### config.mk
export PLATFORM = sky130hd
export DESIGN_NAME = modn_updown_counter
export DESIGN_NICKNAME = d
export VERILOG_FILES = /design/src/rtl/modn_updown_counter.sv
export SDC_FILE = /design/constraint.sdc
export NUM_CORES = 1
export LEC_CHECK = 0
export BUFFER_PORTS_ARGS = -buffer_cell sky130_fd_sc_hd__buf_2
export CAP_MARGIN = 20
export CORE_UTILIZATION = 45
export DETAILED_ROUTE_END_ITERATION = 12
export PLACE_DENSITY = 0.7
export SYNTH_ARGS = -nofsm -noshare
export SYNTH_HDL_FRONTEND = slang
export SYNTH_SLANG_ARGS = --single-unit
### constraint.sdc
create_clock -name clk -period 5.1 [get_ports clk]
set_clock_uncertainty 0.05 [all_clocks]
set_input_delay 1.02 -clock clk [delete_from_list [all_inputs] [get_ports clk]]
set_output_delay 1.02 -clock clk [all_outputs]
set_load 0.05 [all_outputs]
### src/rtl/modn_updown_counter.sv
// rtl/modn_updown_counter.sv - runtime-programmable modulus up/down counter with terminal count
module modn_updown_counter #(
  parameter int WIDTH     = 4,
  parameter int N_DEFAULT = 12
) (
  input  logic             clk,
  input  logic             reset,
  input  logic             en,
  input  logic             up,
  input  logic             load,
  input  logic [WIDTH-1:0] load_val,
  input  logic             mod_wr,
  input  logic [WIDTH:0]   mod_val,
  output logic [WIDTH-1:0] q,
  output logic [WIDTH:0]   mod_q,
  output logic             tc,
  output logic             wrap,
  output logic             err
);

  localparam logic [WIDTH:0]   MOD_ONE  = (WIDTH+1)'(1);
  localparam logic [WIDTH:0]   MOD_TWO  = (WIDTH+1)'(2);
  localparam logic [WIDTH:0]   MOD_MAX  = (WIDTH+1)'(2**WIDTH);
  localparam logic [WIDTH:0]   MOD_RST  = (WIDTH+1)'(N_DEFAULT);
  localparam logic [WIDTH-1:0] Q_ONE    = WIDTH'(1);
  localparam logic [WIDTH-1:0] Q_ZERO   = '0;

  // A modulus outside 2..2^WIDTH would make the counter range meaningless.
  if (N_DEFAULT < 2 || N_DEFAULT > 2**WIDTH) begin : g_bad_n_default
    $fatal(1, "modn_updown_counter: N_DEFAULT out of range 2..2^WIDTH");
  end

  logic [WIDTH-1:0] q_q, q_d;
  logic [WIDTH:0]   mod_q_q, mod_q_d;
  logic             wrap_q, wrap_d;
  logic             err_q, err_d;

  logic             mod_legal;
  logic [WIDTH:0]   eff_mod;
  logic [WIDTH:0]   eff_max;
  logic [WIDTH-1:0] eff_max_q;
  logic [WIDTH:0]   q_ext;
  logic [WIDTH:0]   load_ext;

  // Modulus write validation and the modulus that governs this cycle's q update.
  always_comb begin
    mod_legal = mod_wr && (mod_val >= MOD_TWO) && (mod_val <= MOD_MAX);
    eff_mod   = mod_legal ? mod_val : mod_q_q;
    eff_max   = eff_mod - MOD_ONE;
    // eff_mod never exceeds 2^WIDTH, so its top index always fits in WIDTH bits.
    eff_max_q = eff_max[WIDTH-1:0];
    q_ext     = {1'b0, q_q};
    load_ext  = {1'b0, load_val};
  end

  // Next-state: load beats modulus-shrink reset, which beats counting; wrap/err are one-cycle pulses.
  always_comb begin
    q_d     = q_q;
    mod_q_d = mod_legal ? mod_val : mod_q_q;
    wrap_d  = 1'b0;
    err_d   = mod_wr && !mod_legal;
    if (load) begin
      q_d = (load_ext <= eff_max) ? load_val : eff_max_q;
    end else if (mod_legal && (q_ext >= eff_mod)) begin
      q_d = Q_ZERO;
    end else if (en && up) begin
      if (q_q == eff_max_q) begin
        q_d    = Q_ZERO;
        wrap_d = 1'b1;
      end else begin
        q_d = q_q + Q_ONE;
      end
    end else if (en && !up) begin
      if (q_q == Q_ZERO) begin
        q_d    = eff_max_q;
        wrap_d = 1'b1;
      end else begin
        q_d = q_q - Q_ONE;
      end
    end
  end

  // State registers; asynchronous reset drops any pending wrap/err pulse.
  always_ff @(posedge clk or posedge reset) begin
    if (reset) begin
      q_q     <= Q_ZERO;
      mod_q_q <= MOD_RST;
      wrap_q  <= 1'b0;
      err_q   <= 1'b0;
    end else begin
      q_q     <= q_d;
      mod_q_q <= mod_q_d;
      wrap_q  <= wrap_d;
      err_q   <= err_d;
    end
  end

  // Terminal count is combinational so a cascaded stage can use it as its enable in the same cycle.
  always_comb begin
    tc = en && (up ? (q_ext == (mod_q_q - MOD_ONE)) : (q_q == Q_ZERO));
  end

  assign q     = q_q;
  assign mod_q = mod_q_q;
  assign wrap  = wrap_q;
  assign err   = err_q;

endmodule
==> flow_metrics.py, run 1 <==
metrics = {
    "synth": {
        "synth_common_cells": "inv_1 (15), nand2_1 (11), dfrtp_1 (9), ha_1 (9), nor2_1 (8)",
        "synth_most_common_cell": "inv_1",
        "synth_ff_type": "dfrtp_1",
        "synth_seq_area_share_pct": 19.0,
        "ys_ff_latch": 11,
        "synth_edf_count": 0,
        "synthCells": 169,
        "synthArstFlopShare_pct": 100,
        "synth_nets": 193,
        "synth_cell_types": 62,
        "yosysTopAreaCellShare_pct": 15.4,
        "avgSynthCellArea_um2": 8.63,
        "syn_area_mm2": 0.00146,
        "synthTopCellsByArea": "dfrtp_1 (15%), ha_1 (7.7%), inv_1 (3.9%)",
        "yosys_warnings": 0,
        "yosysTopAreaCell": "dfrtp_1",
    },
    "hold_path": {
        "hp-start": "mod_q[3]",
        "hold_path_depth": 1,
        "hold_path.class": "flip-flop to flip-flop",
        "min_to": "mod_q[3]",
    },
    "flow_run": {
        "drv_cap": 0,
    },
    "cells_and_area": {
        "synthToLayoutAreaGrowth_pct": 9.43,
        "nets": 214,
        "n_antenna_cell": 0,
        "final_core_util_pct": 52.3,
        "drive_gt1_share_pct": 27.5,
    },
    "setup_path": {
        "r2r_start": "mod_q[0]",
        "critPathRequiredTime_ps": 5210,
        "cpPeakStageDelay_ps": 500,
        "r2r_setup_slack_ps": 1750,
        "critical_path_class": "input pin to flip-flop",
        "worstSetupStartpointType": "input pin",
        "path_max_fanout": 9,
        "crit_path_cell_trace": "buf_2 > o31ai_4 > nor3_2 > a221oi_4 > nor2_1 > o221ai_1 > inv_1 > ha_1 > o21a_1 > o21a_1 > o211ai_1 > a2111oi_0 > nor3_1 > a211oi_2 > nor3_1",
        "end_kind": "flip-flop",
        "reg2reg_depth": 13,
        "r2r_end": "q[3]",
        "cp.arrival_ps": 4280,
        "slowest_stage": "o31ai_4",
    },
    "route": {
        "wl_per_cell_um": 15.8,
        "post-route-drc-count": 0,
        "firstDrtPassIters": 4,
        "vias": 1366,
        "wl_um": 3690,
        "via_per_inst": 5.86,
        "drt-initial-drc-count": 36,
        "drt.antenna.violating_nets": 0,
    },
    "clock_network": {
        "cts_tree": "yes",
        "hold_buffers": 0,
        "post-cts-setup-buffers": 0,
        "cts.sinks": 11,
        "cts_made_buffers": 3,
        "cts_buffer_depth": 2,
        "clkLatencyLatePin_ps": 280,
        "htreeDepth": 1,
        "ctsResizeCount": 0,
        "clkTransAtPathRegs_ps": 80,
        "root_buffer": "clkbuf_4",
    },
    "sta": {
        "min_period_ps": 4170,
        "timing.setup.tns_ps": 0,
        "setup_viol": 0,
        "max_freq_mhz": 240,
        "finalMaxSlewViolations": 0,
        "maxSlewHeadroom_pct": 60.1,
        "rsz0062_at_grt": "false",
        "worst_slew_pin_slew_ps": 599,
        "fin_crit_sh_pct": 81.8,
        "report.final.hold_viol_count": 0,
    },
    "global_route": {
        "antenna_found_initial": 0,
        "grt_pass1_vias": 1334,
        "grt_usage_pct": 23.8,
        "grt_pass1_wl_um": 6230,
        "gr-total-overflow": 0,
        "grt_max_degree": 17,
    },
    "floorplan": {
        "die_area_mm2": 0.00347,
        "io_pins": 27,
        "die_w_um": 58.9,
        "core_mm2": 0.00305,
        "die_y_um": 58.9,
        "initial_core_util_pct": 47.8,
        "rows": 20,
    },
    "power": {
        "vdd_drop_max_uv": 168,
        "p_per_area_mw_per_mm2": 438,
        "power.static_leakage_nw": 0.680,
    },
    "placement": {
        "port_buffers": 26,
        "gp_congestion": 0.891,
        "dp_hpwl_um": 2880,
    },
    "status": {
        "outcome": "completed",
    },
}
-- power by group --
part / internal, W / total, W / leakage (nW) / switching [W]
Sequential: 0.000110 / 0.000177 / 0.132 / 0.0000676
Combinational: 0.000172 / 0.000459 / 0.533 / 0.000287
Clock: 0.0000303 / 0.0000634 / 0.0150 / 0.0000331
Total: 0.000312 / 0.000700 / 0.680 / 0.000388
-- state kept, by name (all words and copies together) (netlist names) --
register,count
mod_q,5
q,4
err,1
wrap,1
-- per-stage QoR --
| stage | worst slack [ps] | instances | power [W] | hold WS, ps | instance area, um^2 |
|---|---|---|---|---|---|
| 3_3_place_gp | 792 | 229 | 0.000621 | 636 | 1570 |
| 4_1_cts | 967 | 233 | 0.000698 | 664 | 1600 |
| 2_1_floorplan | 1190 | 169 | 0.000539 | 770 | 1460 |
| 5_1_grt | 675 | 233 | 0.000758 | 692 | 1600 |
| 3_5_place_dp | 687 | 229 | 0.000633 | 650 | 1570 |
| 6_report | 929 | 233 | 0.000700 | 664 | 1600 |
-- layout make-up --
cell class                      instances  area [um^2]
Fill cell                             317         1460
Clock buffer                            4         26.3
Sequential cell                        11          278
Multi-Input combinational cell        133         1050
Tap cell                               44         55.1
Timing Repair Buffer                   26          130
Inverter                               15         56.3
-- how the worst max path moves through the flow --
| stage | to | slack [ps] | cells after the start | start |
|---|---|---|---|---|
| after global placement | q[3] | 790 | 15 | mod_val[2] |
| final | q[3] | 930 | 15 | mod_val[2] |
| after detailed placement | q[3] | 690 | 15 | mod_val[2] |
| after floorplan | q[3] | 1190 | 15 | mod_val[3] |
| after CTS | q[3] | 970 | 15 | mod_val[2] |
| after global routing | q[3] | 670 | 15 | mod_val[2] |
-- kinds of logic (layout without fill, tap and decap cells) --
family | Yosys count | count (layout) | synth area share, %
compound gates | 61 | 61 | 35.3
xor+xnor | 9 | 9 | 5.40
fa+ha+maj | 9 | 9 | 7.72
buf+inv | 25 | 45 | 8.92
flops | 11 | 11 | 19.0
mux | 4 | 4 | 3.69
simple gates | 50 | 50 | 19.9
-- layer usage --
metal	share of wire, %	vias to the layer above	track usage (%)
met5	0	-	0
met1	47	652	31.9
met2	48	33	39.9
li1	-	677	-
met4	0.60	0	6.12
met3	4.3	4	3.30
-- layout by cell type, fill, tap and decap left out, types with 2 or more instances in the layout --
cell	n
buf_2	26
inv_1	15
nand2_1	11
ha_1	9
dfrtp_1	9
nor2_1	8
o21ai_0	6
nor3_1	6
o21a_1	5
a21oi_1	5
xor2_1	5
o211ai_1	4
xnor2_1	4
nand2b_1	3
o31ai_1	3
o211ai_2	3
nand3_1	3
o21ai_1	3
nand4_1	3
a211oi_1	3
o22ai_1	3
clkbuf_4	3
or3_4	2
nand3b_1	2
nor3_2	2
mux2i_1	2
a32oi_1	2
nor2b_1	2
o221ai_1	2
o21bai_1	2
a31oi_1	2
a22oi_1	2
dfstp_2	2
-- worst max-delay path, delay by kind of cell --
kind            cells  cell delay, ps
buf+inv             2             260
simple gates        4             430
fa+ha+maj           1             310
compound gates      8            2250
(Power assumes the default switching activity.)
==> run 2: changes to the inputs <==
ABC_AREA = 1   (was default)
PLACE_DENSITY = 0.73   (was 0.7)
clock period = 3.6 ns   (was 5.1 ns; I/O delays follow)
==> run 2 against run 1 <==
Cell count is 11% higher. Final area decreased by 8.1%. First-iteration DRC count is 5.6% lower. Hold slack worse by 270 ps. Register-to-register slack got worse by 730 ps. Combinational power grew 14%. Sequential share of layout area up 1.5 points. Area after synthesis decreased by 12%. Critical path type unchanged.
==> flow_metrics.py, run 2 <==
metrics = {
    "synth": {
        "synth_ff_type": "dfrtp_1",
        "ys_ff_latch": 11,
        "yosysTopAreaCell": "nand2_1",
        "synth_seq_area_share_pct": 21.7,
        "synth_cell_types": 29,
        "synth-xor-area-share_pct": 4.11,
        "yosys-mux-area-fraction_pct": 0,
        "synth_edf_count": 0,
        "synthAdderAreaFrac_pct": 8.81,
        "synth_compound_area_share_pct": 12.6,
        "synth_common_cells": "nand2_1 (62), inv_1 (29), nand3_1 (21)",
        "yosys.area_share.simple_pct": 42.7,
        "yosysTopAreaCellShare_pct": 18.2,
        "synth_top_family_by_area": "simple AND/OR/NAND/NOR gates",
        "synthTopCellsByArea": "nand2_1 (18%), dfrtp_1 (18%), ha_1 (8.8%)",
        "synthArstFlopShare_pct": 100,
        "avgSynthCellArea_um2": 6.32,
        "synth_nets": 226,
        "synth_most_common_cell": "nand2_1",
        "yosys_warnings": 0,
        "syn_area_mm2": 0.00128,
        "synthCells": 202,
    },
    "hold_path": {
        "hold_path.class": "input pin to asynchronous set/reset pin",
    },
    "clock_network": {
        "cts_made_buffers": 3,
        "clkTransAtPathRegs_ps": 80,
        "htreeDepth": 1,
        "post-cts-setup-buffers": 0,
        "hold_buffers": 0,
        "cts_buffer_depth": 2,
        "cts_tree": "yes",
        "ctsResizeCount": 0,
        "clkLatencyLatePin_ps": 270,
        "cts.sinks": 11,
        "root_buffer": "clkbuf_4",
    },
    "power": {
        "power.static_leakage_nw": 0.831,
        "vdd_drop_max_uv": 377,
        "p_total_w": 0.000821,
        "p_per_area_mw_per_mm2": 559,
    },
    "route": {
        "firstDrtPassIters": 4,
        "wl_um": 3070,
        "drt-initial-drc-count": 34,
        "via_per_inst": 5.29,
        "post-route-drc-count": 0,
        "drt.antenna.violating_nets": 0,
        "wl_per_cell_um": 11.8,
        "vias": 1369,
    },
    "global_route": {
        "grt_pass1_wl_um": 5240,
        "grt_max_degree": 12,
        "grt_usage_pct": 21.4,
        "grt_pass1_vias": 1197,
        "antenna_found_initial": 0,
        "gr-total-overflow": 0,
    },
    "setup_path": {
        "cp.arrival_ps": 3210,
        "r2r_setup_slack_ps": 1020,
        "crit_end": "q[2]",
        "critical_path_class": "input pin to flip-flop",
        "reg2reg_depth": 16,
        "critPathRequiredTime_ps": 3760,
        "worstSetupStartpointType": "input pin",
        "r2r_start": "mod_q[2]",
        "end_kind": "flip-flop",
        "path_max_fanout": 9,
        "crit_start": "mod_val[2]",
        "r2r_end": "q[2]",
    },
    "cells_and_area": {
        "synthToLayoutAreaGrowth_pct": 14.9,
        "fillers": 264,
        "layout_common_cells": "nand2_1 (62), inv_1 (29), buf_2 (26)",
        "n_antenna_cell": 0,
        "drive_gt1_share_pct": 23.1,
        "nets": 254,
        "design_area_mm2": 0.00147,
        "layout_commonest_cell": "nand2_1",
        "multi_input_area_um2": 880,
        "largest_register_ffs": 5,
        "regArea_um2": 278,
    },
    "sta": {
        "max_freq_mhz": 328,
        "finalMaxSlewViolations": 0,
        "setup_viol": 0,
        "rsz0062_at_grt": "false",
        "min_period_ps": 3050,
        "worst_slew_pin_slew_ps": 479,
        "maxSlewHeadroom_pct": 68.1,
        "report.final.hold_viol_count": 0,
        "fin_crit_sh_pct": 84.8,
        "timing.setup.tns_ps": 0,
    },
    "floorplan": {
        "die_y_um": 55.3,
        "io_pins": 27,
        "die_area_mm2": 0.00306,
        "die_w_um": 55.3,
        "core_mm2": 0.00259,
        "initial_core_util_pct": 49.3,
        "rows": 18,
    },
    "placement": {
        "gp_congestion": 0.885,
        "dp_hpwl_um": 2480,
        "port_buffers": 26,
        "dpl_cell_area_mm2": 0.00144,
    },
    "status": {
        "outcome": "completed",
    },
    "flow_run": {
        "drv_cap": 0,
    },
}
[run 2: metrics by stage]
step | utilization (%) | hold WS (ps) | cells | setup WS (ps)
6_report | 56.7 | 394 | 259 | 549
5_1_grt | 56.7 | 431 | 259 | 202
4_1_cts | 56.7 | 409 | 259 | 546
3_5_place_dp | 55.7 | 477 | 255 | 258
3_3_place_gp | 55.7 | 477 | 255 | 326
2_1_floorplan | - | 521 | 202 | 451
[run 2: logic make-up (layout without fill, tap and decap cells)]
kind of cell               after synthesis  count (layout)
buffers and inverters                   34              61
xor gates and xnor gates                 6               6
adders and majority gates                9               9
AOI/OAI and AO/OA                       26              26
and+or+nand+nor                        116             116
DFF                                     11              11
[run 2: worst min path at each step]
stage | end | slack, ps | cells after the start | start
after floorplan | err | 520 | 1 | reset
after global placement | mod_q[1] | 480 | 2 | mod_q[1]
after detailed placement | mod_q[1] | 480 | 2 | mod_q[1]
after CTS | mod_q[4] | 410 | 2 | reset
after global routing | wrap | 430 | 2 | reset
final | wrap | 390 | 2 | reset
[run 2: final cells by class]
class                      instances  area share [%]
multi-input combinational        157            59.9
timing repair buffer              26            8.87
inverter                          31            7.93
sequential                        11            18.9
tap                               30            2.56
clock buffer                       4            1.79
[run 2: layer usage]
metal	vias to the layer above	share of wire, %	GRT usage, %
li1	709	-	-
met1	611	49	31.5
met2	44	43	31.7
met3	5	6.7	2.11
met4	0	1.8	8.93
met5	-	0	0
[run 2: critical path, cell delays in order]
cell and delay [ps]:
buf_2 110, nor2_2 170, nand2_1 80, nand2_2 170, nand3_2 120, nand2_4 130
nand2_1 80, nand2_1 90, nand2_2 90, ha_1 300, nand2_1 70, o21ai_0 150
a21oi_1 80, a31oi_1 260, nand3_2 170, nand2_1 90, nand3_1 80, nand2_1 70
inv_1 50, a21oi_2 110
[run 2: power by group]
group          switching (W)  internal, W  total (W)
clock network      0.0000485    0.0000430  0.0000915
logic               0.000355     0.000167   0.000522
registers          0.0000561     0.000152   0.000208
